==> src/rtl/matvec_stream_engine.sv <==
// matvec_stream_engine: weight-stationary ROWSxCOLS matrix-vector engine, column-serial,
// with valid/ready vector input and result output, optional saturation and cross-vector accumulation.
module matvec_stream_engine #(
  parameter int DW = 8,
  parameter int ROWS = 12,
  parameter int COLS = 14,
  parameter int ROW_W = 4,
  parameter int COL_W = 4,
  parameter int ACC_W = 16,
  parameter logic SATURATE = 1'b1
) (
  input  logic                     clk,
  input  logic                     rst_n,
  input  logic                     cfg_valid,
  input  logic [ROW_W+COL_W-1:0]   cfg_addr,
  input  logic signed [DW-1:0]     cfg_data,
  output logic                     cfg_err,
  input  logic                     err_clr,
  input  logic                     x_valid,
  output logic                     x_ready,
  input  logic                     x_accumulate,
  input  logic [COLS*DW-1:0]       x_vector_flat,
  output logic                     res_valid,
  input  logic                     res_ready,
  output logic [ROWS*ACC_W-1:0]    result_flat,
  output logic [1:0]               state
);
  typedef enum logic [1:0] {IDLE = 2'd0, COMPUTE = 2'd1, DONE = 2'd2} state_t;
  state_t cur, nxt;
  logic signed [DW-1:0] w [ROWS][COLS];
  logic signed [ACC_W-1:0] acc [ROWS];
  logic signed [ACC_W-1:0] acc_nxt [ROWS];
  logic [COLS*DW-1:0] xv;
  logic [COL_W-1:0] col;
  logic [ROW_W-1:0] wr_row;
  logic [COL_W-1:0] wr_col;
  logic in_range, wr_ok, wr_drop, accept, last;
  assign {wr_row, wr_col} = cfg_addr;
  assign in_range = (32'(wr_row) < ROWS) && (32'(wr_col) < COLS);
  assign wr_ok = cfg_valid && in_range && cur != COMPUTE;
  assign wr_drop = cfg_valid && !wr_ok;
  assign accept = cur == IDLE && x_valid;
  assign last = col == COL_W'(COLS - 1);
  assign x_ready = cur == IDLE;
  assign res_valid = cur == DONE;
  assign state = cur;
  always_comb begin
    nxt = cur;
    nxt = cur == IDLE ? (x_valid ? COMPUTE : IDLE) :
          cur == COMPUTE ? (last ? DONE : COMPUTE) :
          (res_ready ? IDLE : DONE);
  end
  always_ff @(posedge clk or negedge rst_n)
    if (!rst_n) cur <= IDLE;
    else cur <= nxt;
  // Sum is one bit wider than the accumulator so overflow shows as a sign-bit disagreement.
  for (genvar r = 0; r < ROWS; r++) begin : g_row
    logic signed [2*DW-1:0] prod;
    logic signed [ACC_W:0] sum;
    assign prod = w[r][col] * $signed(xv[col*DW +: DW]);
    assign sum = acc[r] + prod;
    assign acc_nxt[r] = (SATURATE && sum[ACC_W] != sum[ACC_W-1]) ?
                        {sum[ACC_W], {(ACC_W-1){~sum[ACC_W]}}} : sum[ACC_W-1:0];
    assign result_flat[r*ACC_W +: ACC_W] = acc[r];
  end
  always_ff @(posedge clk or negedge rst_n)
    if (!rst_n) begin
      col <= '0;
      xv <= '0;
      cfg_err <= 1'b0;
      for (int r = 0; r < ROWS; r++) begin
        acc[r] <= '0;
        for (int c = 0; c < COLS; c++) w[r][c] <= '0;
      end
    end else begin
      cfg_err <= wr_drop ? 1'b1 : err_clr ? 1'b0 : cfg_err;
      if (wr_ok) w[wr_row][wr_col] <= cfg_data;
      if (accept) begin
        xv <= x_vector_flat;
        col <= '0;
        if (!x_accumulate) for (int r = 0; r < ROWS; r++) acc[r] <= '0;
      end
      if (cur == COMPUTE) begin
        for (int r = 0; r < ROWS; r++) acc[r] <= acc_nxt[r];
        col <= last ? col : col + 1'b1;
      end
    end
endmodule
==> config.mk <==
export PLATFORM = sky130hd
export DESIGN_NAME = matvec_stream_engine
export DESIGN_NICKNAME = d
export VERILOG_FILES = /design/src/rtl/matvec_stream_engine.sv
export SDC_FILE = /design/constraint.sdc
export NUM_CORES = 2
export LEC_CHECK = 0
export CAP_MARGIN = 0
export CELL_PAD_IN_SITES_DETAIL_PLACEMENT = 0
export CELL_PAD_IN_SITES_GLOBAL_PLACEMENT = 2
export CORE_ASPECT_RATIO = 0.9
export CORE_MARGIN = 3
export CORE_UTILIZATION = 48
export CTS_CLUSTER_DIAMETER = 100
export DETAILED_ROUTE_END_ITERATION = 7
export GPL_TIMING_DRIVEN = 0
export PLACE_DENSITY_LB_ADDON = 0.1
export SKIP_LAST_GASP = 1
export SLEW_MARGIN = 20
export SYNTH_ARGS = -nofsm -noshare
export SYNTH_HDL_FRONTEND = slang
export SYNTH_SLANG_ARGS = --single-unit
==> constraint.sdc <==
create_clock -name clk -period 17.3 [get_ports clk]
set_input_delay 3.46 -clock clk [delete_from_list [all_inputs] [get_ports clk]]
set_output_delay 3.46 -clock clk [all_outputs]
set_load 0.03 [all_outputs]
======== Word level (Yosys, flattened, before mapping) ========
Index checks and enable logic that the tools add are counted.
storage, ports and cells
  input bits .............................. 135
  word-level logic and storage cells ...... 329
  register bits ........................... 1655
  output and inout bits ................... 197
cells by class
  shift operators ......................... 1
  equal/unequal tests ..................... 18
  add/subtract/negate cells ............... 13
  $lt $le $gt $ge ......................... 7
  bitwise gates (word level) .............. 15
  multiplexer cells ....................... 66
  multipliers ............................. 12
  reduce and logical (&&, ||, !) cells .... 13
operator list
  cell                 count
  $bwmux 1344          1
  $mux 192             3
  $demux 112 s4        1
  $bmux 8 s4           12
  $add 16x16->17       12
  $mux 8               25
  $mul 8x8->16         12
  $mux 16              12
  $mux 112             1
  $shiftx 112x8->8     1
  $demux 8 s4          1
  $ge 5x5->1 const B   3
  $not 4->5            3
  $mux 4               3
  $ne 1x1->1           12
  $not 1->1            12
  $lt 5x1->1 const B   2
  $lt 4x4->1 const B   2
  $mux 2               4
  $logic_and 1x1->1    7
  $add 4x1->4 const B  1
  $eq 4x4->1 const B   1
  $ne 2x1->1 const B   2
  $reduce_and 2->1     2
  other kinds (7)      10

======== Longest topological paths before layout ========
  depth after elaboration ................. 9
  gate-level depth with buffers ........... 36
  depth with buffers taken out ............ 30

======== Worst setup path after synthesis ========
Ideal clock, no wire load.
  path kind ............................... register to register
  from .................................... register col[0]
  to ...................................... register acc (netlist bit result_flat[40])
  buffers on the path ..................... 5
  setup time .............................. 0.067 ns
  path slack .............................. 9.334 ns
  arrival time ............................ 7.900 ns
  cell stages (with the launch flop) ...... 32
  data required time ...................... 17.233 ns
  period minus slack after synthesis ...... 7.966 ns
  cells stage by stage .................... dfrtp_1 buf_6 buf_12 buf_12 mux2i_1 o221ai_1 o22ai_1 a21o_1 buf_2 nor2_1 inv_1 fa_1 inv_1 fa_1 fa_1 fa_1 fa_1 ha_1 o21ai_0 a21oi_1 o211a_1 o211ai_2 nand2b_1 a21oi_1 xnor2_1 ha_1 inv_1 or4_1 mux2i_1 o21a_1 buf_2 a221o_1
between the ends
  cells in the longest elaborated chain, start to end .. 9
  elaborated cells between the ends (all ways) .. 11
  those cells by class .................... add/sub: 1; mul: 1; eq/ne: 1; shift: 1; mux: 5; bitwise: 2
RTL lines
  what                                                                      line    text
  start: declaration                                                        34      logic [COL_W-1:0] col;
  start signal: assignment                                                  85      col <= last ? col : col + 1'b1;
  parallel branches: the longest is 4 deep, another holds $shiftx 112x8->8  n/a
  $mul 8x8->16 (*)                                                          60      assign prod = w[r][col] * $signed(xv[col*DW +: DW]);
  $add 16x16->17 (*)                                                        61      assign sum = acc[r] + prod;
  $ne 1x1->1 or $not 1->1 (tied branches)                                   62, 63
  $mux 16 (*)                                                               62      assign acc_nxt[r] = (SATURATE && sum[ACC_W] != sum[ACC_W-1]) ?
  $mux 192 (*)                                                              83      if (cur == COMPUTE) begin
  end signal: indexed assignment                                            72      acc[r] <= '0;
  end: declaration                                                          31      logic signed [ACC_W-1:0] acc [ROWS];
Every way passes the cells marked *. The select of a mux whose other input is x is not followed.
A chain may end at the register's enable or synchronous reset.

======== Final worst setup path ========
  from .................................... register col[1]
  to ...................................... register acc (netlist bit result_flat[38])
The elaborated chain is that of the path after synthesis.

==> impl_metrics.json <==
{
  "wl_per_cell_um": 33.1,
  "drt_iter0_drc": 7932,
  "track_usage": 0.362,
  "layout-drive-gt1-share": 0.249,
  "rows": 167,
  "place_congestion": 0.941,
  "grt_pass1_wl_mm": 609,
  "slowest_delay_ns": 0.77,
  "worst_slew_pin_slew_ns": 1.33,
  "final.setup_skew_ns": 0.0844,
  "synthDistinctLibCells": 76,
  "die_x_um": 515,
  "synth.area.top_cells": "dfrtp_1 (37%), fa_1 (16%), mux2_2 (14%), ha_1 (5.5%), mux4_2 (5.1%)",
  "path_max_fanout": 10,
  "ys_seq_elements": 1655,
  "pre_cts_ws_ns": 6.88,
  "start_util": 0.485,
  "crit_type": "reg2reg",
  "cts_made_buffers": 180,
  "drv_slew": 0,
  "synth_top_cell_by_area": "dfrtp_1",
  "areaGrowthSynthToFinish_pct": 13.3,
  "setup-tns-final_ns": 0,
  "status": "completed",
  "cts_resized": 0,
  "clkTransAtPathRegs_ns": 0.06,
  "period_share": 0.614,
  "synth_edf_count": 0,
  "worst_slack_ns": 6.68,
  "clockBufferDepth": 3,
  "r2r.worst_path.cells": 30,
  "antenna_found_initial": 33,
  "setup_violations": 0,
  "use_met3": 0.106,
  "pin_count": 332,
  "routed_wl_mm": 430,
  "period_needed_ns": 10.62,
  "crit_top_cell": "fa_1",
  "drt_pre_antenna_iters": 6,
  "start_kind": "flop",
  "grt_max_degree": 151,
  "grt_use_met2": 0.530,
  "hold_depth": 2,
  "required_ns": 18.08,
  "slowest_stage": "mux2i_1",
  "syn_area_mm2": 0.112,
  "grt_pass1_vias": 80800,
  "grt.busiest_layer": "met2",
  "io_buffer_count": 321,
  "syn_area_per_cell_um2": 12.2,
  "hold_viol": 0,
  "arrival_ns": 11.40,
  "dieArea_mm2": 0.239,
  "netlist_instances": 9222,
  "rsz0062_at_grt": "false",
  "ant_nets": 0,
  "hold_class": "reg2reg",
  "cts_max_level": 4,
  "cp-end-kind": "flop",
  "avgViaCountPerCell": 6.02,
  "syn_nets": 10800,
  "ys_warn_count": 0,
  "root_buffer": "clkbuf_16",
  "core-area_mm2": 0.231,
  "hpwlAfterDp_mm": 323,
  "cts_tree": "yes",
  "max_freq_ghz": 0.0942,
  "gr-total-overflow": 0,
  "drcViolationCount": 0,
  "fin_nets": 11300,
  "synth_most_common_cell": "dfrtp_1",
  "via_count": 78200,
  "yosysTopAreaCellShare": 0.370,
  "slew_headroom": 0.115,
  "insertion_delay_ns": 0.88,
  "fp.dieH_um": 464,
  "synth_common_cells": "dfrtp_1 (1,655), mux2_2 (1,344), inv_1 (1,060), fa_1 (912), nand2_1 (652)",
  "cts_setup_buffers": 0,
  "ys_async_sr_fraction": 1.00,
  "max_cap_viol_count": 0,
  "hold_buffers": 0,
  "grt_use_met1": 0.502,
  "yosysSeqAreaShare": 0.370,
  "synth_flop_cell": "dfrtp_1",
  "clkSinkCount": 1655
}
-- final timing paths --
path | from | to | slack, ns
min reg2reg | xv[6] | xv[6] | 0.46
min in group asynchronous | rst_n | result_flat[159] | 2.49
max reg2reg | col[1] | result_flat[38] | 6.68
min | xv[6] | xv[6] | 0.46
max in group asynchronous | rst_n | w[1329] | 12.51
max | col[1] | result_flat[38] | 6.68
-- per-stage QoR --
stage | hold slack [ns] | util | std cells | cell area, um2
floorplan | 0.437 | - | 9222 | 112000
finish | 0.464 | 0.549 | 13000 | 127000
CTS | 0.469 | 0.549 | 13000 | 127000
global placement | 0.451 | 0.515 | 12600 | 119000
detailed placement | 0.456 | 0.522 | 12600 | 121000
global route | 0.490 | 0.549 | 13000 | 127000
-- per-layer routing --
| layer | part of all wire | routed length [um] | vias to the layer above |
|---|---|---|---|
| li1 | - | - | 32300 |
| met1 | 0.42 | 180000 | 41600 |
| met2 | 0.43 | 184000 | 3619 |
| met3 | 0.10 | 43500 | 794 |
| met4 | 0.052 | 22200 | 14 |
| met5 | 0.00020 | 87 | - |
-- critical path: cells and delay by family (launching register included) --
kind                       cells  cell delay [ns]
AOI/OAI and AO/OA              9             1.90
xor gates and xnor gates       1             0.14
adders and majority gates      7             3.28
buffers and inverters          8             2.46
DFF                            1             0.61
muxes                          3             1.36
and+or+nand+nor                2             0.67
-- kinds of logic (layout without fill, tap and decap cells) --
| logic type | Yosys count | count (layout) | share of synthesized area |
|---|---|---|---|
| multiplexers | 1867 | 1867 | 0.211 |
| AND/OR/NAND/NOR | 1782 | 1782 | 0.0741 |
| flip-flops | 1655 | 1655 | 0.370 |
| buffers and inverters | 1540 | 2239 | 0.0572 |
| adder cells (fa/ha/maj) | 1405 | 1405 | 0.218 |
| AO/OA/AOI/OAI | 780 | 780 | 0.0546 |
| XOR/XNOR | 193 | 193 | 0.0151 |
| other | 0 | 25 | 0 |
-- cell type report --
cell class	instances	area (um2)
diodes	25	62.6
flip-flops and latches	1655	41400
plain buffers	480	2570
multi-input cells	6027	64400
clock buffers	266	5230
well taps	3042	3810
repair buffers	378	4590
inverters	1060	3980
clock inverters	55	873
fillers	19800	104000
-- placed cells by master, fill, tap and decap left out, drive strengths merged, types with 10 or more instances in the layout --
cell type / Yosys / layout
o21ai: 142 / 142
nor2b: 76 / 76
xor2: 39 / 39
a31oi: 11 / 11
diode: 0 / 25
o22ai: 71 / 71
ha: 492 / 492
dfrtp: 1655 / 1655
a21o: 44 / 44
nand2b: 111 / 111
nor3: 38 / 38
fa: 912 / 912
and2: 82 / 82
bufinv: 0 / 12
or3: 15 / 15
nor2: 667 / 667
nand2: 652 / 652
o221ai: 93 / 93
mux2i: 261 / 261
mux2: 1344 / 1344
a211oi: 14 / 14
buf: 175 / 233
or2: 86 / 86
o211ai: 16 / 16
a21oi: 134 / 134
a221o: 148 / 148
inv: 1060 / 1065
clkdlybuf4s50: 0 / 320
and3: 10 / 10
nand3: 29 / 29
xnor2: 154 / 154
o21a: 33 / 33
a211o: 16 / 16
mux4: 262 / 262
clkbuf: 305 / 571
clkinv: 0 / 36
-- registers in the layout, summed over array words and instances (netlist names) --
name and count:
cfg_err 1, col 4, result_flat 192, state 2, w 1344, xv 112
Power is not shown: default switching activity piles up to over one toggle a cycle in this logic, so the estimate is an artifact.
